**config.mk**
```make
export PLATFORM = sky130hd
export DESIGN_NAME = wb_stage
export DESIGN_NICKNAME = d
export VERILOG_FILES = /design/src/rtl/wb_pkg.sv /design/src/rtl/wb_fifo.sv /design/src/rtl/wb_stage.sv
export SDC_FILE = /design/constraint.sdc
export NUM_CORES = 1
export LEC_CHECK = 0
export BUFFER_PORTS_ARGS = -buffer_cell sky130_fd_sc_hd__buf_2
export CORE_AREA = 2 2 119 121
export CTS_BUF_LIST = sky130_fd_sc_hd__clkbuf_4 sky130_fd_sc_hd__clkbuf_8
export CTS_CLUSTER_SIZE = 20
export DETAILED_ROUTE_END_ITERATION = 8
export DIE_AREA = 0 0 121 123
export PLACE_DENSITY = 0.74
export SLEW_MARGIN = 10
export SYNTH_ARGS = -nofsm -noshare
export SYNTH_HDL_FRONTEND = slang
export SYNTH_HIERARCHICAL = 1
export SYNTH_SLANG_ARGS = --single-unit
```
**constraint.sdc**
```tcl
create_clock -name clk -period 2.7 [get_ports clk]
set_input_delay 0.54 -clock clk [delete_from_list [all_inputs] [get_ports clk]]
set_output_delay 0.54 -clock clk [all_outputs]
set_load 0.03 [all_outputs]
```
**src/rtl/wb_pkg.sv**
```systemverilog
// rtl/wb_pkg.sv - shared entry type and register-write rule for the writeback stage
package wb_pkg;

  localparam int ADDR_WIDTH_D = 5;
  localparam int DATA_WIDTH_D = 32;

  typedef struct packed {
    logic                    regW;
    logic [ADDR_WIDTH_D-1:0] addr;
    logic [DATA_WIDTH_D-1:0] data;
  } wb_entry_t;

  // x0 is hardwired, so writes to it are dropped rather than emitted
  function automatic logic is_rf_write(input wb_entry_t e);
    return e.regW && (e.addr != '0);
  endfunction

endpackage

```
**src/rtl/wb_fifo.sv**
```systemverilog
// rtl/wb_fifo.sv - circular result buffer with head output and flat entry export
// Caller guarantees no push when full and no pop when empty.
module wb_fifo
  import wb_pkg::*;
#(
  parameter int WIDTH = 1 + ADDR_WIDTH_D + DATA_WIDTH_D,
  parameter int DEPTH = 2,
  localparam int PTR_W = $clog2(DEPTH),
  localparam int CNT_W = PTR_W + 1
) (
  input  logic                   clk,
  input  logic                   rst,
  input  logic                   i_push,
  input  logic [WIDTH-1:0]       i_data,
  input  logic                   i_pop,
  output logic [CNT_W-1:0]       o_count,
  output logic [PTR_W-1:0]       o_rd_ptr,
  output logic [WIDTH-1:0]       o_head,
  output logic [DEPTH*WIDTH-1:0] o_mem
);

  logic [WIDTH-1:0] r_mem [DEPTH];
  logic [PTR_W-1:0] r_wr_ptr;
  logic [PTR_W-1:0] r_rd_ptr;
  logic [CNT_W-1:0] r_count;

  always_ff @(posedge clk or posedge rst) begin
    if (rst) begin
      r_wr_ptr <= '0;
      r_rd_ptr <= '0;
      r_count  <= '0;
    end else begin
      if (i_push) r_wr_ptr <= r_wr_ptr + 1'b1;
      if (i_pop)  r_rd_ptr <= r_rd_ptr + 1'b1;
      if (i_push && !i_pop)      r_count <= r_count + 1'b1;
      else if (!i_push && i_pop) r_count <= r_count - 1'b1;
    end
  end

  // Payload needs no reset: the count alone decides which slots are live
  always_ff @(posedge clk) begin
    if (i_push) r_mem[r_wr_ptr] <= i_data;
  end

  assign o_count  = r_count;
  assign o_rd_ptr = r_rd_ptr;
  assign o_head   = r_mem[r_rd_ptr];

  for (genvar g = 0; g < DEPTH; g++) begin : g_flat
    assign o_mem[g*WIDTH +: WIDTH] = r_mem[g];
  end

endmodule

```
**src/rtl/wb_stage.sv**
```systemverilog
// rtl/wb_stage.sv - writeback stage: result FIFO, register-file drain, retire counter
// Define WB_FWD_EN to enable the bypass lookup port (q_hit/q_data).
module wb_stage
  import wb_pkg::*;
#(
  parameter int ADDR_WIDTH = ADDR_WIDTH_D,
  parameter int DATA_WIDTH = DATA_WIDTH_D,
  parameter int DEPTH      = 2,
  parameter int CNT_WIDTH  = 64
) (
  input  logic                  clk,
  input  logic                  rst,
  input  logic                  m_valid,
  output logic                  m_ready,
  input  logic                  m_regW,
  input  logic [ADDR_WIDTH-1:0] m_regAddr,
  input  logic [DATA_WIDTH-1:0] m_regData,
  input  logic                  rf_ready,
  output logic                  rf_wen,
  output logic [ADDR_WIDTH-1:0] rf_waddr,
  output logic [DATA_WIDTH-1:0] rf_wdata,
  input  logic [ADDR_WIDTH-1:0] q_addr,
  output logic                  q_hit,
  output logic [DATA_WIDTH-1:0] q_data,
  output logic [CNT_WIDTH-1:0]  instret
);

  localparam int EW    = 1 + ADDR_WIDTH + DATA_WIDTH;
  localparam int PTR_W = $clog2(DEPTH);
  localparam int CNT_W = PTR_W + 1;

  logic [CNT_W-1:0]       w_count;
  logic [PTR_W-1:0]       w_rd_ptr;
  logic [EW-1:0]          w_head;
  logic [DEPTH*EW-1:0]    w_mem;
  logic                   w_head_regw;
  logic [ADDR_WIDTH-1:0]  w_head_addr;
  logic [DATA_WIDTH-1:0]  w_head_data;
  logic                   w_nonempty;
  logic                   w_needs_write;
  logic                   w_push;
  logic                   w_pop;
  logic [CNT_WIDTH-1:0]   r_instret;

  wb_fifo #(.WIDTH(EW), .DEPTH(DEPTH)) u_fifo (
    .clk      (clk),
    .rst      (rst),
    .i_push   (w_push),
    .i_data   ({m_regW, m_regAddr, m_regData}),
    .i_pop    (w_pop),
    .o_count  (w_count),
    .o_rd_ptr (w_rd_ptr),
    .o_head   (w_head),
    .o_mem    (w_mem)
  );

  assign {w_head_regw, w_head_addr, w_head_data} = w_head;
  assign w_nonempty = (w_count != '0);

  // Only whether the index is x0 matters, so it is folded to one bit for any ADDR_WIDTH
  assign w_needs_write = is_rf_write(wb_entry_t'{regW: w_head_regw,
                                                 addr: ADDR_WIDTH_D'(|w_head_addr),
                                                 data: '0});

  assign m_ready  = !rst && (w_count < CNT_W'(DEPTH));
  assign w_push   = m_valid && m_ready;
  assign w_pop    = w_nonempty && (rf_ready || !w_needs_write);

  assign rf_wen   = w_nonempty && w_needs_write;
  assign rf_waddr = w_nonempty ? w_head_addr : '0;
  assign rf_wdata = w_nonempty ? w_head_data : '0;

  always_ff @(posedge clk or posedge rst) begin
    if (rst)        r_instret <= '0;
    else if (w_pop) r_instret <= r_instret + 1'b1;
  end

  assign instret = r_instret;

`ifdef WB_FWD_EN
  logic [PTR_W-1:0] w_idx;
  logic [EW-1:0]    w_ent;

  // Walk oldest to youngest so the youngest match is the one left standing
  always_comb begin
    q_hit  = 1'b0;
    q_data = '0;
    w_idx  = '0;
    w_ent  = '0;
    for (int k = 0; k < DEPTH; k++) begin
      w_idx = w_rd_ptr + PTR_W'(k);
      w_ent = w_mem[int'(w_idx)*EW +: EW];
      if ((CNT_W'(k) < w_count) && w_ent[EW-1] &&
          (w_ent[EW-2 -: ADDR_WIDTH] == q_addr) && (q_addr != '0)) begin
        q_hit  = 1'b1;
        q_data = w_ent[DATA_WIDTH-1:0];
      end
    end
  end
`else
  logic w_unused_fwd;

  assign q_hit        = 1'b0;
  assign q_data       = '0;
  assign w_unused_fwd = ^{q_addr, w_rd_ptr, w_mem};
`endif

endmodule

```
== Word-level counts from Yosys, hierarchy flattened ==
Memories as Yosys holds them, arrays and structs flattened.
Index checks and enable logic that the tools add are counted.

* Flip-flop bits (word level): 68
* Memories kept: 1
* Bits in writable memories: 76

{| class="wikitable"
|+ Memory list
! name !! words !! width !! read ports !! clocked after memory_dff !! wr ports !! RTL line !! text
|-
| u_fifo.r_mem || 2 || 38 || 1 || 0 || 1 || wb_fifo.sv:22 || <nowiki>logic [WIDTH-1:0] r_mem [DEPTH];</nowiki>
|}

* Mux-type cells: 6
* Add/subtract/negate cells: 5
* $lt $le $gt $ge: 1
* Reduce and logical (&&, ||, !) cells: 15

{| class="wikitable"
|+ Operators with widths
! operator !! count
|-
| $add 64x1->64 const B || 1
|-
| $mux 32 || 1
|-
| $logic_and 1x1->1 || 7
|-
| $mux 5 || 1
|-
| $reduce_or 5->1 || 1
|-
| $logic_not 1->1 || 4
|-
| $mux 2 || 2
|-
| $reduce_bool 2->1 || 2
|-
| $add 1x1->1 const B || 2
|-
| $add 2x1->2 const B || 1
|-
| $lt 2x2->1 const B || 1
|-
| $mux 1 || 2
|-
| $sub 2x1->2 const B || 1
|-
| $logic_or 1x1->1 || 1
|}

== Depth between registers and ports, before layout ==
Gate-level depths: netlist of the first run.
An unclocked memory read counts as a cell.

* Depth in word-level cells: 9
* Gate-level depth with buffers: 10

== By module ==
Netlist of the first run, hierarchy kept.

{| class="wikitable"
|+ Modules (own cells, without submodules)
! module !! instances !! cells each !! area an instance (um^2)
|-
| wb_stage || 1 || 358 || 3607.2
|-
| wb_fifo || 1 || 133 || 2969.1
|}

== Worst setup path after synthesis of the first run ==
No wires, ideal clock.

* Path type: input to register
* Start point: in rst
* End point: mem u_fifo/r_mem[0][0] in the netlist's numbering (enable)
* Data required time: 2.262 ns
* Path buffers: 0
* Setup slack: -0.717 ns
* Setup time: 0.438 ns
* Stages: 3
* Arrival: 2.979 ns
* Path through: nor2_1 and2_1 nor2b_1

* Cells in the longest elaborated chain, start to end: 5

{| class="wikitable"
|+ Ends and longest elaborated chain
! item !! RTL line !! text
|-
| start: declaration || wb_stage.sv:12 || <nowiki>input logic rst,</nowiki>
|-
| $logic_not 1->1 (no line) || - ||
|-
| $logic_and 1x1->1 || wb_stage.sv:65 || <nowiki>assign m_ready = !rst && (w_count < CNT_W'(DEPTH));</nowiki>
|-
| $logic_and 1x1->1 || wb_stage.sv:66 || <nowiki>assign w_push = m_valid && m_ready;</nowiki>
|-
| named net w_push || wb_stage.sv:41 || <nowiki>logic w_push;</nowiki>
|-
| $mux 1 || wb_fifo.sv:42 || <nowiki>if (i_push) r_mem[r_wr_ptr] <= i_data;</nowiki>
|-
| $mux 1 (implied by the code) || wb_fifo.sv:42 ||
|-
| end: declaration || wb_fifo.sv:22 ||
|}

The timed path passes the listed nets, and every way through them passes these cells.

== Worst setup path after layout of the first run ==
* Start point: reg u_fifo.r_rd_ptr (netlist: u_fifo/o_rd_ptr)
* End point: out rf_wen

* Cells in the longest elaborated chain, start to end: 4

{| class="wikitable"
|+ Ends and longest elaborated chain
! item !! RTL line !! text
|-
| start: declaration || wb_fifo.sv:24 || <nowiki>logic [PTR_W-1:0] r_rd_ptr;</nowiki>
|-
| start signal: assignment || wb_fifo.sv:34 || <nowiki>if (i_pop) r_rd_ptr <= r_rd_ptr + 1'b1;</nowiki>
|-
| $mem_v2 2x38 || - ||
|-
| named net w_head[35] || wb_stage.sv:34 || <nowiki>logic [EW-1:0] w_head;</nowiki>
|-
| $reduce_or 5->1 || wb_stage.sv:62 || <nowiki>addr: ADDR_WIDTH_D'(|w_head_addr),</nowiki>
|-
| $logic_and 1x1->1 || wb_pkg.sv:15 || <nowiki>return e.regW && (e.addr != '0);</nowiki>
|-
| $logic_and 1x1->1 || wb_stage.sv:69 || <nowiki>assign rf_wen = w_nonempty && w_needs_write;</nowiki>
|-
| end: declaration || wb_stage.sv:19 || <nowiki>output logic rf_wen,</nowiki>
|}

The timed path passes the listed nets, and every way through them passes these cells.

==> results.md, run 1 <==
- Status: finished, final reports clean
- Clock tree buffer depth: 2
- Worst setup margin: 86.47 ps
- Gpl congestion: roughly 0.81
- Multi-input gate area: between 2000 and 2500 µm²
- Core Area: approximately 14,000 µm²
- Top cells by count, synth: edfxtp_1, dfrtp_1, and2_1, xnor2_1, buf_4
- Clock Tree Root: clkbuf_8
- Critical Path AT: between 2000 and 2500 ps
- Dpl hpwl: ~9.5 mm
- Setup crit end kind: output pin
- Worst Hold Class: input port to flop
- EDFF count, synth: 76
- Max Clock Freq: about 380 MHz
- Die height: 123 µm
- Top-count cell post-synth: edfxtp_1
- Static leakage: roughly 3.6 nW
- Layout cells sized above 1: 37.37%
- Post-Syn Area: 6576 µm²
- GRT Total Usage: between 10% and 20%
- Total power: 0.006656 W
- Synthesis Warnings: 6
- Num CTS Buffers: 17
- Wire length on met2: around 6.5 mm
- FFs w/ async S/R, synth: 47.22%
- GRT overflow: 0
- Crit-path slowest cell: dfrtp_2
- Initial antenna violation count: 1
- TritonCTS clock tree: yes
- Io pins: about 180
- First-pass GRT wire length: 20.84 mm
- Routed vias/inst: ~5
- Setup TNS: 0 ps
- Maximum VDD drop: between 0.0003 and 0.0004 V
- Final Setup Violations: 0
- Setup crit start kind: flop
- Seq cells post-synth: 144
- Max-slew headroom: 65.07%
- Syn Inst Count: between 400 and 500
- Fillers: about 1.1k
- Bufs and invs on worst path: 1
- Synth cell types: 44
- Worst path top cell family by delay: simple AND/OR/NAND/NOR gates
- H-tree Lvls: 4
- Dominant cells by area after synthesis: edfxtp_1, dfrtp_1, xnor2_1
- Clock sink total: 144
- Worst hold slack: 283.3 ps
- Synth area leader: edfxtp_1
- Vias in the first global route: between 4k and 5k
- Final wirelength: 13.21 mm
- DRT iter0 DRCs: between 200 and 250
- Die width: approximately 120 µm
- M1 WL: 5.601 mm
- Worst Path Max Fanout: 8
- Worst path cell trace: mux2_2, nor3_4, nand2_2, and3_1, buf_2
- Slew @ Worst Pin: approximately 520 ps
- Period minus WS final: around 2600 ps
- Flip-flop and latch area: 3985 µm²
- Unrepaired setup endpoints after global routing: yes
- Setup WS pre-CTS: approximately 110 ps
- Final core utilization: 57.69%
- Routed WL per cell: 15.56 µm
- Via count: 4,204
- CP max stage delay: between 400 and 500 ps
- Highest routed layer: met5
- Fin crit share: 96.80%
- Clock Latency Late Sink: around 450 ps
- Row Count: 43
- CP Class: flop to output pin
- Layout Nets: 705
- Clock skew: between 9 and 10 ps
- Met3 Wirelength: roughly 970 µm
- PD cells: 847.6 nW/µm²
- Prevailing post-synth register cell: edfxtp_1
- Fin. Hold Viols: 0
- PortBufs: 144
- Die Area: 14,880 µm²
- Critical Path RT: about 2200 ps
- Ant. Diodes: 0
- Routed Antenna Nets: 0
- Layout area overhead: 19.41%
- Slew Viols, Final: 0
- Maxcap violations: 0
- Yosys top cell area share: 34.70%
- Drt drc: 0
- Sequential area share after synthesis: between 60% and 70%
- Clk pin slew, worst setup/hold paths: 70 ps
- Initial Util: between 40% and 50%
- Detailed-router iteration count before antenna repair: 4
- Largest net degree at the start of global routing: 43
- Post-Syn Area per Cell: 13.39 µm²
[cell usage in the layout, fill, tap and decap left out, drive strengths merged, types with 4 or more instances in the layout]
| cell type | netlist | layout |
|---|---|---|
| nor3 | 9 | 9 |
| nand4 | 19 | 19 |
| conb | 1 | 33 |
| buf | 39 | 156 |
| inv | 8 | 8 |
| clkinv | 0 | 8 |
| mux2 | 39 | 39 |
| dfrtp | 68 | 68 |
| edfxtp | 76 | 76 |
| and3 | 15 | 15 |
| nand3 | 25 | 25 |
| xor2 | 25 | 25 |
| clkbuf | 4 | 20 |
| nand2 | 28 | 28 |
| nor2 | 24 | 24 |
| nor4 | 5 | 5 |
| and2 | 43 | 43 |
| xnor2 | 43 | 43 |
| and4 | 4 | 4 |
[metal layers]
layer / vias to the layer above / global-route usage, %
met5: - / 0
met4: 2 / 6.759
met2: 158 / 30.48
met1: 2041 / 23.12
li1: 1988 / -
met3: 15 / 5.258
[metrics by stage]
step                instance area, µm²  cells
finish                            7853    849
global route                      7853    849
CTS                               7849    849
detailed placement                7453    815
global placement                  7453    815
floorplan                         6704    523
[state kept, by name, indices dropped and copies added, names as in the netlist]
signal           cells
u_fifo/o_count       2
u_fifo/o_rd_ptr      1
instret             64
u_fifo/r_mem        76
u_fifo/r_wr_ptr      1
[final timing paths]
path / slack (ps) / cells after the start / end / from
setup / recovery: 90 / 5 / rf_wen / u_fifo/o_rd_ptr
min in group asynchronous: 560 / 3 / u_fifo/o_count[0] / rst
hold reg to reg: 470 / 1 / instret[63] / instret[63]
setup reg to reg: 100 / 7 / instret[18] / u_fifo/o_rd_ptr
hold / removal: 280 / 1 / u_fifo/r_mem[0][7] / m_regData[7]
max in group asynchronous: 1400 / 4 / instret[29] / rst
[power breakdown]
group          switching [W]  internal, W
Combinational        0.00149     0.000884
Sequential          0.000154      0.00253
Clock               0.000768     0.000837
Total                0.00241      0.00425
[kinds of logic after synthesis]
logic type	share of synthesized area [%]
other	0.05702
AO/OA/AOI/OAI	0.8371
buffers and inverters	5.308
AND/OR/NAND/NOR	16.42
flip-flops	60.58
XOR/XNOR	9.170
adder cells (fa/ha/maj)	0.3805
multiplexers	7.249
[repair_timing]
action / in CTS / in global routing
hold endpoints to repair: 4 / 0
setup endpoints to repair: 1 / 1
setup buffers: 1 / 0
gates resized for setup: 1 / 1
hold buffers: 1 / 0
[area by class of cell]
class,instances,share of cell area (%)
multi-input combinational,328,30.24
sequential,144,50.75
clock inverter,12,1.514
tap,180,2.868
timing repair buffer,157,10.98
clock buffer,20,3.266
inverter,8,0.3824
Note: power is estimated with default switching activity, not from simulation.
==> run 2, diff against run 1 <==
--- a/config.mk
+++ b/config.mk
@@ -5,12 +5,13 @@
 export SDC_FILE = /design/constraint.sdc
 export NUM_CORES = 1
 export LEC_CHECK = 0
+export ABC_AREA = 1
 export BUFFER_PORTS_ARGS = -buffer_cell sky130_fd_sc_hd__buf_2
-export CORE_AREA = 2 2 119 121
+export CORE_AREA = 2 2 126 128
 export CTS_BUF_LIST = sky130_fd_sc_hd__clkbuf_4 sky130_fd_sc_hd__clkbuf_8
 export CTS_CLUSTER_SIZE = 20
 export DETAILED_ROUTE_END_ITERATION = 8
-export DIE_AREA = 0 0 121 123
+export DIE_AREA = 0 0 128 130
 export PLACE_DENSITY = 0.74
 export SLEW_MARGIN = 10
 export SYNTH_ARGS = -nofsm -noshare
==> run 2 against run 1 <==
  * First-iteration DRC count increased by 120%
  * Clock skew rose by 1.6 ps
  * Die area increased by 12%
  * Global-route usage increased by 2.7 points
  * Fmax is 5.5% higher
  * Critical endpoint is now rf_wdata[23]
==> results.md, run 2 <==
- Status: finished, final reports clean
- Maxcap violations: 0 (unchanged)
- Slew @ Worst Pin: 533.7 ps (+10.47 ps)
- Synth area leader: edfxtp_1
- Initial antenna violation count: 0 (-1)
- Slew Viols, Final: 0 (unchanged)
- M1 WL: 8.042 mm (+44%)
- EDFF count, synth: 76 (unchanged)
- Flop pwr share: 37.9% (-2.4 points)
- Vias in the first global route: 5,290 (+27%)
- Clock tree buffer depth: 2 (unchanged)
- Setup WS pre-CTS: 679.6 ps (+570.2 ps)
- Wire length on met2: 8.100 mm (+25%)
- Logic pwr share: 36.9% (+1.3 points)
- GRT overflow: 0 (unchanged)
- PD cells: 800.9 nW/µm² (-5.5%)
- Final wirelength: 17.34 mm (+31%)
- GRT Total Usage: 21.07% (+2.7 points)
- Layout cells sized above 1: 23.59% (-14 points)
- Critical hold path startpoint: m_regData[8]
- Io pins: 183 (unchanged)
- Setup TNS: 0 ps (unchanged)
- Sequential area share after synthesis: 52.86% (-7.7 points)
- Fin crit share: 91.71% (-5.1 points)
- Yosys top cell area share: 30.28% (-4.4 points)
- Clock Tree Root: clkbuf_8
- TritonCTS clock tree: yes
- PortBufs: 144 (unchanged)
- Top cells by count, synth: nand2_1, nor2_1, inv_1
- Gpl congestion: 0.9198 (+13%)
- Routed vias/inst: 4.873 (-1.6%)
- Max-slew headroom: 64.37% (-0.70 points)
- Synth cell types: 27 (-39%)
- Detailed-router iteration count before antenna repair: 4 (unchanged)
- Setup crit start kind: flop
- RR Startpoint: u_fifo/o_rd_ptr
- Unrepaired setup endpoints after global routing: no
- FFs w/ async S/R, synth: 47.22% (unchanged)
- Switching share of total power: 40.18% (+4.0 points)
- Commonest cells after routing, fill and taps aside: nand2_1, nor2_1, buf_2
- Highest routed layer: met4
- Num CTS Buffers: 17 (unchanged)
- Clock Latency Late Sink: 450 ps (about the same)
- Core Area: 15,420 µm² (+13%)
- Largest register by flop count: u_fifo/r_mem
- Dpl hpwl: 12.75 mm (+35%)
- Row Count: 46 (+7.0%)
- Total internal power: 0.004207 W (-0.99%)
- Clk pin slew, worst setup/hold paths: 90 ps (+20 ps)
- Post-Syn Area: 7536 µm² (+15%)
- Clock skew: 11.25 ps (+1.622 ps)
- CP Class: flop to output pin
- Finished Layout Cells: 1,218 (+43%)
- Worst hold slack: 270.9 ps (-12.41 ps)
- Final core utilization: 56.94% (-0.75 points)
- Dominant cells by area after synthesis: edfxtp_1, dfrtp_1, nand2_1
- Layout Nets: 1,062 (+51%)
- Die Area: 16,640 µm² (+12%)
- Period minus WS final: 2476 ps (-137.3 ps)
- Clock sink total: 144 (unchanged)
- Via count: 5,935 (+41%)
- Static leakage: 4.116 nW (+16%)
- Met3 Wirelength: 873 µm (-10%)
- Die height: 130 µm (+5.7%)
- Critical Path RT: 2160 ps (about the same)
- Maximum VDD drop: 0.0003933 V (+14%)
- First-pass GRT wire length: 26.77 mm (+28%)
- Syn Inst Count: 859 (+75%)
- Max reg flops: 76 (unchanged)
- Fin. Hold Viols: 0 (unchanged)
- Inst Count DP: 1,185 (+45%)
- Switching power: 0.002826 W (+17%)
- Critical Path AT: 1940 ps (-130 ps)
- Largest net degree at the start of global routing: 63 (+47%)
- Ant. Diodes: 0 (unchanged)
- Routed WL per cell: 14.24 µm (-8.5%)
- DRT iter0 DRCs: 483 (+120%)
- Layout area overhead: 16.54%
- Worst setup margin: 223.8 ps (+137.3 ps)
- Post-Syn Area per Cell: 8.773 µm² (-34%)
- Top-count cell post-synth: nand2_1
- Worst Path Max Fanout: 18 (+10)
- Seq cells post-synth: 144 (unchanged)
- H-tree Lvls: 4 (unchanged)
- Commonest non-fill, non-tap cell in the layout: nand2_1
- Fillers: 1,433 (+26%)
- CTS-repair resized insts: 0 (-1)
- Die width: 128 µm (+5.8%)
- Initial Util: 48.86% (+0.54 points)
- CP Launch Point: u_fifo/o_rd_ptr
- Worst Hold Class: input port to flop
- Final Setup Violations: 0 (unchanged)
- Routed Antenna Nets: 0 (unchanged)
- Drt drc: 0 (unchanged)
- Prevailing post-synth register cell: edfxtp_1
- Max Clock Freq: 403.8 MHz (+5.5%)
- Clock share of power: 25.2% (+1.1 points)
- Synthesis Warnings: 6 (unchanged)
- Setup crit end kind: output pin
run 2: cell types whose count changed after synthesis, sizes merged, moves of 14 or more:
cell / before / now
xnor2: 43 / 1
nand3b: 1 / 22
and2: 43 / 0
inv: 8 / 89
nor2: 24 / 200
nand4: 19 / 5
and3: 15 / 0
nand2: 28 / 254
run 2: cell type report:
cell class | count | area [µm²] | share of cell area [%]
Sequential cell | 144 | 3985 | 45.38
Multi-Input combinational cell | 607 | 2968 | 33.79
Clock inverter | 15 | 172.7 | 1.966
Inverter | 89 | 334.1 | 3.804
Timing Repair Buffer | 154 | 848.3 | 9.660
Clock buffer | 17 | 234.0 | 2.664
Tap cell | 192 | 240.2 | 2.735
run 2: power by group through the flow:
stage	Clock (W)	Sequential, W	Combinational (W)
after floorplan	0	0.00275	0.00200
after global placement	0	0.00270	0.00260
after detailed placement	0	0.00271	0.00262
after CTS	0.00181	0.00267	0.00263
after global routing	0.00189	0.00269	0.00280
final	0.00177	0.00266	0.00260
run 2: routing by layer:
layer  vias to the layer above  global-route usage [%]
li1                       2929                       -
met5                         -                       0
met1                      2811                   29.68
met4                         0                   8.080
met2                       170                   32.59
met3                        25                   4.100
run 2: kinds of logic after synthesis:
kind of cell	count (synthesis)	synth area share, %
other	1	0.04976
adders and majority gates	2	0.3320
muxes	38	6.176
buffers and inverters	140	9.480
xor gates and xnor gates	34	3.952
AOI/OAI and AO/OA	3	0.1992
and+or+nand+nor	497	26.95
DFF	144	52.86
run 2: path summary, 6_finish.rpt:
path / depth (start not counted) / slack, ps / endpoint
min in group asynchronous: 3 / 600 / u_fifo/o_rd_ptr
hold / removal: 1 / 270 / u_fifo/r_mem[0][8]
setup / recovery: 5 / 220 / rf_wdata[23]
max in group asynchronous: 4 / 1250 / instret[13]
setup reg to reg: 12 / 690 / u_fifo/o_count[1]
hold reg to reg: 2 / 500 / instret[63]
run 2: metrics by stage:
step                      power, W  cell area, µm²
after global placement    0.005303            8366
after CTS                 0.007104            8782
after detailed placement  0.005334            8366
final                     0.007034            8782
after floorplan           0.004751            7659
after global routing      0.007388            8782
run 2: repair_timing:
item | 4_1_cts | 5_1_grt
setup buffers | 0 | 0
hold endpoints to repair | 4 | 0
hold buffers | 1 | 0
run 2: critical path, cell delays in order, from the launching register on:
cell and delay [ps]:
dfrtp_2 490, buf_4 340, mux2_2 380, inv_1 60, nor2_1 40, buf_2 170
